==> src/rtl/umtrx_vita_tx_deframer.sv <==
// umtrx_vita_tx_deframer: unpacks VITA TX packets into timed DUC sample bursts
module umtrx_vita_tx_deframer #(
    parameter int USE_TIME = 1,
    parameter int DSPNO    = 0
) (
    input  logic        clk,
    input  logic        reset,
    input  logic        clear,
    input  logic [63:0] vita_time,
    input  logic [35:0] in_data,
    input  logic        in_valid,
    output logic        in_ready,
    input  logic        strobe,
    output logic [31:0] sample,
    output logic        run,
    output logic        err_stb,
    output logic [7:0]  err_code
);
    typedef enum logic [2:0] {HDR, SID, TSF_HI, TSF_LO, WAIT_TIME, RUN, DROP} state_t;

    state_t      state, state_n;
    logic [31:0] word, sample_n;
    logic [63:0] tsf, tsf_n;
    logic [15:0] cnt, cnt_n;
    logic [3:0]  seq, seq_n, code_n;
    logic        sof, eof, xfer, run_n, err_n;
    logic        has_tsf, has_tsf_n, eob, eob_n, armed, armed_n, first, first_n, pend, pend_n;
    logic        unused_bits;

    assign word        = in_data[31:0];
    assign sof         = in_data[32];
    assign eof         = in_data[33];
    assign unused_bits = ^in_data[35:34];
    assign in_ready    = (state == WAIT_TIME) ? 1'b0 : (state == RUN) ? strobe : 1'b1;
    assign xfer        = in_valid && in_ready;

    // Next-state and datapath decisions; pend drops run one cycle after an EOB's last sample shows
    always_comb begin
        state_n   = state;
        run_n     = run;
        sample_n  = sample;
        cnt_n     = cnt;
        tsf_n     = tsf;
        has_tsf_n = has_tsf;
        eob_n     = eob;
        seq_n     = seq;
        armed_n   = armed;
        first_n   = 1'b0;
        pend_n    = 1'b0;
        err_n     = 1'b0;
        code_n    = 4'd0;
        if (pend) begin
            run_n    = 1'b0;
            sample_n = '0;
        end
        case (state)
            HDR: if (xfer && sof) begin
                has_tsf_n = word[20];
                eob_n     = word[24];
                seq_n     = word[19:16];
                armed_n   = 1'b1;
                cnt_n     = word[15:0] - (word[20] ? 16'd4 : 16'd2);
                if (armed && word[19:16] != seq + 4'd1) begin
                    err_n  = 1'b1;
                    code_n = 4'd4;
                end
                state_n = SID;
            end
            SID: if (xfer) begin
                state_n = has_tsf ? TSF_HI : RUN;
                if (!has_tsf) run_n = 1'b1;
            end
            TSF_HI: if (xfer) begin
                tsf_n[63:32] = word;
                state_n      = TSF_LO;
            end
            TSF_LO: if (xfer) begin
                tsf_n[31:0] = word;
                if (!run && USE_TIME != 0) begin
                    state_n = WAIT_TIME;
                    first_n = 1'b1;
                end else begin
                    state_n = RUN;
                    run_n   = 1'b1;
                end
            end
            WAIT_TIME: if (first && vita_time > tsf) begin
                err_n    = 1'b1;
                code_n   = 4'd2;
                state_n  = DROP;
                run_n    = 1'b0;
                sample_n = '0;
            end else if (vita_time >= tsf) begin
                state_n = RUN;
                run_n   = 1'b1;
            end
            RUN: if (strobe && !in_valid) begin
                sample_n = '0;
                err_n    = 1'b1;
                code_n   = 4'd1;
            end else if (xfer) begin
                sample_n = word;
                cnt_n    = cnt - 16'd1;
                if (eof && cnt == 16'd1) begin
                    state_n = HDR;
                    pend_n  = eob;
                end else if (eof || cnt <= 16'd1) begin
                    err_n    = 1'b1;
                    code_n   = 4'd3;
                    state_n  = eof ? HDR : DROP;
                    run_n    = 1'b0;
                    sample_n = '0;
                end
            end
            DROP: if (xfer && eof) state_n = HDR;
            default: state_n = HDR;
        endcase
    end

    // State register; abort returns to header hunting
    always_ff @(posedge clk) begin
        if (reset || clear) state <= HDR;
        else                state <= state_n;
    end

    // Datapath, burst and error registers
    always_ff @(posedge clk) begin
        if (reset || clear) begin
            run      <= 1'b0;
            sample   <= '0;
            err_stb  <= 1'b0;
            err_code <= '0;
            cnt      <= '0;
            tsf      <= '0;
            has_tsf  <= 1'b0;
            eob      <= 1'b0;
            seq      <= '0;
            armed    <= 1'b0;
            first    <= 1'b0;
            pend     <= 1'b0;
        end else begin
            run      <= run_n;
            sample   <= sample_n;
            err_stb  <= err_n;
            err_code <= err_n ? {4'(DSPNO), code_n} : 8'd0;
            cnt      <= cnt_n;
            tsf      <= tsf_n;
            has_tsf  <= has_tsf_n;
            eob      <= eob_n;
            seq      <= seq_n;
            armed    <= armed_n;
            first    <= first_n;
            pend     <= pend_n;
        end
    end
endmodule

==> config.mk <==
export PLATFORM = sky130hd
export DESIGN_NAME = umtrx_vita_tx_deframer
export DESIGN_NICKNAME = d
export VERILOG_FILES = /design/src/rtl/umtrx_vita_tx_deframer.sv
export SDC_FILE = /design/constraint.sdc
export NUM_CORES = 1
export LEC_CHECK = 0
export ABC_AREA = 1
export ABC_CLOCK_PERIOD_IN_PS = 4000
export CAP_MARGIN = 15
export CORE_ASPECT_RATIO = 0.5
export CORE_MARGIN = 2
export CORE_UTILIZATION = 35
export CTS_CLUSTER_DIAMETER = 100
export CTS_CLUSTER_SIZE = 14
export DETAILED_ROUTE_END_ITERATION = 7
export PLACE_DENSITY = 0.59
export RECOVER_POWER = 100
export SETUP_SLACK_MARGIN = 0.4
export SLEW_MARGIN = 20
export SYNTH_ARGS = -nofsm -noshare
export SYNTH_HDL_FRONTEND = slang
export SYNTH_SLANG_ARGS = --single-unit
==> constraint.sdc <==
create_clock -name clk -period 4 [get_ports clk]
set_input_delay 0.4 -clock clk [delete_from_list [all_inputs] [get_ports clk]]
set_output_delay 0.4 -clock clk [all_outputs]
set_load 0.01 [all_outputs]
After elaboration in Yosys (flattened, before gate mapping):

Cells that the tools add are included.

* word-level logic and storage cells: 121
* bits in registers: 134
* input port bits: 105
* output and inout bits: 43

* eq/ne operators: 17
* mux-type cells: 58
* magnitude comparators: 3
* add/sub/neg operators: 3
* bitwise gates (word level): 5
* reduce and logical (&&, ||, !) cells: 20

Operators with widths (number)
* 32-bit 2-to-1 mux: 6
* 64-bit >= comparator: 1
* 64-bit > comparator: 1
* 32-bit one-hot mux with 2 select lines: 1
* 16-bit 2-to-1 mux: 3
* 3-bit 2-to-1 mux: 16
* 16-bit one-hot mux with 2 select lines: 1
* 1-bit 2-to-1 mux: 22
* 3-bit one-hot mux with 7 select lines: 1
* 16-bit by 1-bit equality test with 1-bit output (second input constant): 1
* 16-bit by 1-bit less-or-equal comparator with 1-bit output (second input constant): 1
* 16-bit by 1-bit subtractor with 16-bit output (second input constant): 1
* 16-bit by 3-bit subtractor with 16-bit output: 1
* 2-bit != test (second input constant): 7
* 2-bit 2-to-1 mux: 5
* 3-bit equality test (second input constant): 3
* 3-bit one-hot mux with 3 select lines: 1
* 9-bit AND reduction: 1
* 1-bit logical AND: 7
* 3-bit by 2-bit equality test with 1-bit output (second input constant): 2
* 3-bit by 1-bit != test with 1-bit output (second input constant): 2
* 2-bit AND reduction: 3
* 1-bit inverter: 5
* 5-bit OR reduction: 1
* other kinds (12): 13

Logic depth before layout (Yosys ltp):

Gate-level depths: netlist (run 1).

* depth in word-level cells: 9
* mapped depth: 21
* depth with buffers taken out: 20

Least setup slack after synthesis (run 1):

OpenSTA, ideal clock, no wires.

* kind: input port to flip-flop
* start point: input in_data[20]
* end point: register cnt[13]
* required time: 3.926 ns
* buffers on the path: 0
* stages: 14
* path slack: 1.838 ns
* arrival: 2.088 ns
* setup time: 0.074 ns
* cell sequence: inv_1 ha_1 fa_1 inv_1 nor2_1 nand2_1 nor3_1 nand2_1 inv_1 nand2_1 nor3_1 xor2_1 nand2_1 a31oi_1

* word-level cells in the longest chain between the ends: 4

Ends and longest elaborated chain
* from (decl): RTL line 10 `input logic [35:0] in_data,`
* 3-bit 2-to-1 mux: RTL line 62 `cnt_n = word[15:0] - (word[20] ? 16'd4 : 16'd2);`
* 16-bit by 3-bit subtractor with 16-bit output: RTL line 62
* 16-bit 2-to-1 mux: RTL line 57 `HDR: if (xfer && sof) begin`
* 16-bit one-hot mux with 2 select lines: RTL line 56 `case (state)`
* to (signal assigned): RTL line 146 `cnt <= cnt_n;`
* to (decl): RTL line 24 `logic [15:0] cnt, cnt_n;`

No other way between the ends. The select of a mux whose other input is x is not followed.
A chain may end at the register's enable or synchronous reset.

Final worst setup path (run 1):

* start point: input vita_time[51]
* end point: register sample[30]

* word-level cells in the longest chain between the ends: 4

Ends and longest elaborated chain
* from (decl): RTL line 9 `input logic [63:0] vita_time,`
* 64-bit > comparator: RTL line 87 `WAIT_TIME: if (first && vita_time > tsf) begin`
* 1-bit logical AND: RTL line 87
* 32-bit 2-to-1 mux: RTL line 87
* 32-bit one-hot mux with 2 select lines: RTL line 56
* to (signal assigned): RTL line 143 `sample <= sample_n;`
* to (decl): RTL line 14 `output logic [31:0] sample,`

No other way between the ends.

==> results.py, run 1 <==
metrics = {
    "status": {
        "outcome": "finished, violations left",
        "violations": "DRC, capacitance limit, slew limit",
    },
    "placement": {
        "place.gp.congestion": 0.902,
        "detailedPlace.worstSlack_ns": 0.792,
        "port_buffers": 140,
        "dp_hpwl_um": 19000,
        "placed_area_um2": 9860,
    },
    "layout": {
        "area.sequential_um2": 2580,
        "layout_commonest_cell": "nand2_1",
        "area_growth_pct": 27.0,
        "final_cell_mix": "nand2_1 (263), inv_1 (198), dfxtp_1 (129)",
        "fillCellCount": 2370,
        "design_area_um2": 10500,
        "nets": 1536,
        "drive_gt1_share_pct": 4.37,
        "multiInputGateArea_um2": 4620,
        "antenna_cells": 0,
    },
    "sta": {
        "relSlewSlack_pct": -18.3,
        "timing_hold_violations_final": 0,
        "max_freq_mhz": 311,
        "skew_ns": 0.00586,
        "fin_crit_ns": 3.22,
        "min_period_over_period_pct": 80.5,
        "rsz0062_at_grt": "false",
        "report.final.slew_viol_count": 87,
        "tightest_slew_ns": 1.77,
        "setup_viol": 0,
        "setup_slack_ns": 0.781,
        "fin_setup_tns_ns": 0,
    },
    "clocking": {
        "path_clk_slew_ns": 0.06,
        "clock_latency_ns": 0.43,
        "cts_hold_buf": 0,
        "cts_root_buf": "clkbuf_16",
        "cts_buffer_depth": 2,
        "clock-sinks": 129,
        "post_cts_buffers": 0,
        "cts_tree": "built",
        "cts_buffers": 17,
        "h-tree-depth": 4,
        "post_cts_resized": 0,
    },
    "worst_setup_path": {
        "slowest_stage": "nand2_1",
        "critPathKind": "in -> reg",
        "path_max_fanout": 34,
        "startpoint_type": "input pin",
        "arrival_ns": 3.59,
        "critPathCaptureType": "register",
        "crit_chain": "clkdlybuf4s50_1 -> ha_1 -> nand2_1 -> nor2_1 -> nand2_1 -> nor3b_1 -> and2_0 -> a21boi_0 -> nand2_1 -> nand3_1 -> nand3_1 -> nand2_1 -> inv_1",
        "reg2reg_setup_slack_ns": 0.81,
        "required_ns": 4.37,
        "cpMostUsedCell": "nand2_1",
        "slowest_delay_ns": 0.93,
    },
    "synthesis": {
        "yosysSeqAreaShare_pct": 31.2,
        "synth.yosys.warnings": 0,
        "netlist_area_um2": 8290,
        "synth.distinct_cells": 47,
        "synth_edf_count": 0,
        "synthFlopType": "dfxtp_1",
        "ys_ff_latch": 129,
        "avgSynthCellArea_um2": 6.63,
        "syn-instance-count": 1250,
        "async_reset_ff_share_pct": 0,
    },
    "drt": {
        "wl_um": 25900,
        "vias_per_cell": 4.94,
        "drtIter0Drc": 575,
        "wire_per_inst_um": 15.4,
        "drc_errors": 4,
        "antenna_left": 0,
        "drt_pass1_iterations": 7,
        "num_vias": 8301,
    },
    "global_route": {
        "grt_pass1_vias": 7727,
        "grt_pass1_wl_um": 41000,
        "antenna_found_initial": 0,
        "overflow": 0,
        "gr-usage-all-layers_pct": 20.9,
        "grt_max_degree": 87,
    },
    "die": {
        "die_y_um": 113,
        "die_area_um2": 25000,
        "io-pin-count": 148,
        "num_rows": 39,
        "die_w_um": 222,
        "coreArea_um2": 23000,
        "initial_utilization_pct": 36.0,
    },
    "power": {
        "p_per_area_nw_per_um2": 348,
        "total_power_uw": 3660,
        "irDropWorstVdd_mv": 0.256,
        "p_leak_uw": 0.00478,
    },
    "run": {
        "drv_cap": 1,
    },
    "min_path": {
        "hold_class": "reg -> reg",
    },
}
kinds of logic (layout without fill, tap and decap cells):
group | after synthesis | after routing | share of synthesized area, %
simple gates | 525 | 525 | 27.1
xor+xnor | 15 | 15 | 1.58
fa+ha+maj | 70 | 70 | 10.7
buf+inv | 270 | 390 | 13.3
flops | 129 | 129 | 31.2
other cells | 1 | 5 | 0.0452
mux | 1 | 1 | 0.121
compound gates | 239 | 239 | 16.1
routing by layer:
metal	vias up	wire length, µm	track usage [%]
met3	33	1120	3.51
met2	185	12200	35.2
met5	-	0	0
met1	3809	12100	27.5
li1	4274	-	-
met4	0	446	6.53
through the flow:
| step | utilization [%] | instances | hold slack, ns |
|---|---|---|---|
| finish | 45.7 | 1681 | 0.463 |
| global route | 45.7 | 1681 | 0.485 |
| CTS | 45.8 | 1681 | 0.466 |
| detailed placement | 42.8 | 1649 | 0.456 |
| global placement | 42.8 | 1649 | 0.445 |
| floorplan | - | 1254 | 0.433 |
synth_stat cells, types with 2 or more instances:
library cell / instances / share of area, %
nand2_1: 261 / 12
inv_1: 197 / 8.9
dfxtp_1: 129 / 31
nand3_1: 125 / 7.5
o21ai_0: 101 / 6.1
nor2_1: 93 / 4.2
a21oi_1: 83 / 5.0
ha_1: 69 / 10
a211oi_1: 26 / 2.4
clkbuf_1: 25 / 1.1
buf_2: 23 / 1.4
nand4_1: 16 / 1.2
xor2_1: 13 / 1.4
buf_4: 9 / 0.81
nor3_1: 9 / 0.54
a31oi_1: 8 / 0.60
inv_2: 8 / 0.36
nor2_2: 6 / 0.45
nand2_2: 4 / 0.30
buf_1: 3 / 0.14
buf_6: 3 / 0.41
nor4_1: 3 / 0.23
o21ai_1: 3 / 0.18
o221ai_1: 3 / 0.32
a21oi_2: 2 / 0.21
and2_1: 2 / 0.15
clkinv_1: 2 / 0.091
o211ai_1: 2 / 0.18
o21a_1: 2 / 0.18
o22ai_1: 2 / 0.15
xnor2_1: 2 / 0.21
registers in the layout, indices dropped and copies added, names as in the netlist:
register,cells
armed,1
cnt,16
eob,1
err_code,3
err_stb,1
first,1
has_tsf,1
pend,1
run,1
sample,32
seq,4
state,3
tsf,64
power by group:
part | switching [µW] | leakage, µW | total [µW] | internal [µW]
sequential | 12.6 | 0.00104 | 1310 | 1300
combinational | 301 | 0.00342 | 500 | 199
clock | 629 | 0.000325 | 1850 | 1220
total | 943 | 0.00478 | 3660 | 2720
path summary, 6_finish.rpt:
check | start | endpoint | cells after the start
worst min register to register | tsf[41] | tsf[41] | 2
worst max register to register | tsf[55] | sample[30] | 13
worst max-delay path | vita_time[51] | sample[30] | 13
worst min-delay path | tsf[41] | tsf[41] | 2
worst max-delay path: cells and delay by family:
kind | cells | cell delay [ns]
simple gates | 9 | 2.22
buf+inv | 2 | 0.52
fa+ha+maj | 1 | 0.30
compound gates | 1 | 0.14
layout make-up:
type,count,area share (%)
multi-input combinational,855,43.9
sequential,129,24.5
timing repair buffer,151,14.0
inverter,207,7.38
clock buffer,20,4.43
tap,307,3.65
clock inverter,12,2.16
Note: power is estimated with default switching activity, not from simulation.
==> run 2: changes to the inputs <==
Settings changed: ABC_CLOCK_PERIOD_IN_PS 4000 to 2890, PLACE_DENSITY 0.59 to 0.61.
Clock period 4 ns to 2.89 ns, I/O delays scaled along.
==> run 2 against run 1 <==
Against the previous run: the run ends with DRC left; utilization grew 0.72 points; via count grew 1.6%; global-route usage grew 0.66 points; sequential power grew 38%; largest cell class unchanged; highest routed layer unchanged.
==> results.py, run 2 (same netlist as run 1, synthesis figures left out) <==
metrics = {
    "global_route": {
        "antenna_found_initial": 0,
        "grt_pass1_wl_um": 42000,
        "gr-usage-all-layers_pct": 21.5,
        "overflow": 0,
        "grt_max_degree": 65,
        "grt_pass1_vias": 7786,
    },
    "clocking": {
        "h-tree-depth": 4,
        "clock-sinks": 129,
        "path_clk_slew_ns": 0.06,
        "clock_latency_ns": 0.44,
        "cts_tree": "built",
        "cts_buffers": 17,
        "cts_root_buf": "clkbuf_16",
        "cts_buffer_depth": 2,
        "cts_hold_buf": 0,
    },
    "layout": {
        "drive_gt1_share_pct": 6.46,
        "layout_commonest_cell": "nand2_1",
        "top_regs": "tsf (64), sample (32), cnt (16)",
        "area.sequential_um2": 2580,
        "fillCellCount": 2333,
        "regMostFlops": "tsf",
        "nets": 1556,
        "largest_reg_flops": 64,
        "final_cell_mix": "nand2_1 (259), inv_1 (198), dfxtp_1 (129)",
        "area_growth_pct": 29.0,
        "multiInputGateArea_um2": 4640,
        "instances_no_fill": 1701,
        "antenna_cells": 0,
    },
    "sta": {
        "max_freq_mhz": 393,
        "setup_viol": 0,
        "fin_setup_tns_ns": 0,
        "min_period_over_period_pct": 88.1,
        "timing_hold_violations_final": 0,
        "rsz0062_at_grt": "true",
        "report.final.slew_viol_count": 0,
        "tightest_slew_ns": 0.787,
        "fin_crit_ns": 2.55,
        "skew_ns": 0.0135,
        "relSlewSlack_pct": 47.5,
    },
    "die": {
        "die_y_um": 113,
        "die_area_um2": 25000,
        "die_w_um": 222,
        "num_rows": 39,
        "io-pin-count": 148,
        "coreArea_um2": 23000,
        "initial_utilization_pct": 36.0,
    },
    "power": {
        "irDropWorstVdd_mv": 0.286,
        "p_per_area_nw_per_um2": 458,
        "p_leak_uw": 0.00489,
        "total_power_uw": 4900,
    },
    "status": {
        "violations": "DRC",
        "outcome": "finished, violations left",
    },
    "drt": {
        "wl_um": 26800,
        "wire_per_inst_um": 15.8,
        "drc_errors": 3,
        "antenna_left": 0,
        "drtIter0Drc": 717,
        "drt_pass1_iterations": 7,
        "vias_per_cell": 4.96,
        "num_vias": 8435,
    },
    "placement": {
        "place.gp.congestion": 0.898,
        "dp.cells": 1666,
        "dp_hpwl_um": 19900,
        "port_buffers": 140,
    },
    "worst_setup_path": {
        "path_max_fanout": 15,
        "arrival_ns": 2.89,
        "required_ns": 3.23,
        "startpoint_type": "register",
        "critPathCaptureType": "register",
        "critPathKind": "reg -> reg",
    },
    "min_path": {
        "hold_class": "reg -> reg",
    },
    "run": {
        "drv_cap": 0,
    },
}
run 2: cell count changes in the layout (fill, tap and decap cells not counted), moves of 2 or more:
cell       change
clkbuf_16      +2
bufinv_16      -2
buf_4         +18
nand2_2        +3
nand2_1        -4
nor2_1         -4
clkinv_2       +3
nor2_2         +4
run 2: path summary, 6_finish.rpt:
path	from	end	slack, ns	cells past startpoint
min reg2reg	tsf[3]	tsf[3]	0.46	2
max reg2reg	tsf[55]	sample[10]	0.34	15
min	tsf[3]	tsf[3]	0.46	2
max	tsf[55]	sample[10]	0.34	15
run 2: layout make-up:
type	count	area share, %
clock buffers	19	4.24
clock inverters	13	1.72
inverters	207	7.27
multi-input cells	855	43.4
flip-flops and latches	129	24.1
well taps	307	3.59
repair buffers	171	15.6
run 2: power by group:
group          switching (µW)  internal [µW]  total [µW]
clock network             882           1490        2370
logic                     425            290         715
registers                18.8           1790        1810
run 2: per-layer routing:
metal / track usage (%) / part of all wire (%)
met2: 35.8 / 46
met3: 3.77 / 3.8
met1: 29.0 / 49
met4: 5.81 / 1.4
met5: 0 / 0
run 2: timing repair:
action,4_1_cts,5_1_grt
resized for setup,0,9
setup buffers,0,1
setup endpoints to repair,0,41
run 2: worst max-delay path, stage by stage (launching register included):
cell       delay (ns)
dfxtp_1          0.31
inv_1            0.06
ha_1             0.30
nand2_1          0.10
nor2_2           0.14
nand2_1          0.07
nor3b_1          0.40
and2_0           0.25
nand2_1          0.12
nand2_2          0.10
nand2_4          0.11
clkbuf_16        0.22
nand3_1          0.07
nand3_1          0.09
nand2_1          0.07
inv_1            0.04
run 2: stage by stage:
stage               cell area [µm²]  hold WS, ns  setup slack, ns  utilization (%)
floorplan                      8310        0.432            0.839                -
CTS                           10600        0.460            0.520             46.2
detailed placement            10000        0.452            0.118             43.4
finish                        10700        0.459            0.344             46.4
global placement              10000        0.445            0.195             43.4
global route                  10700        0.485            0.110             46.4
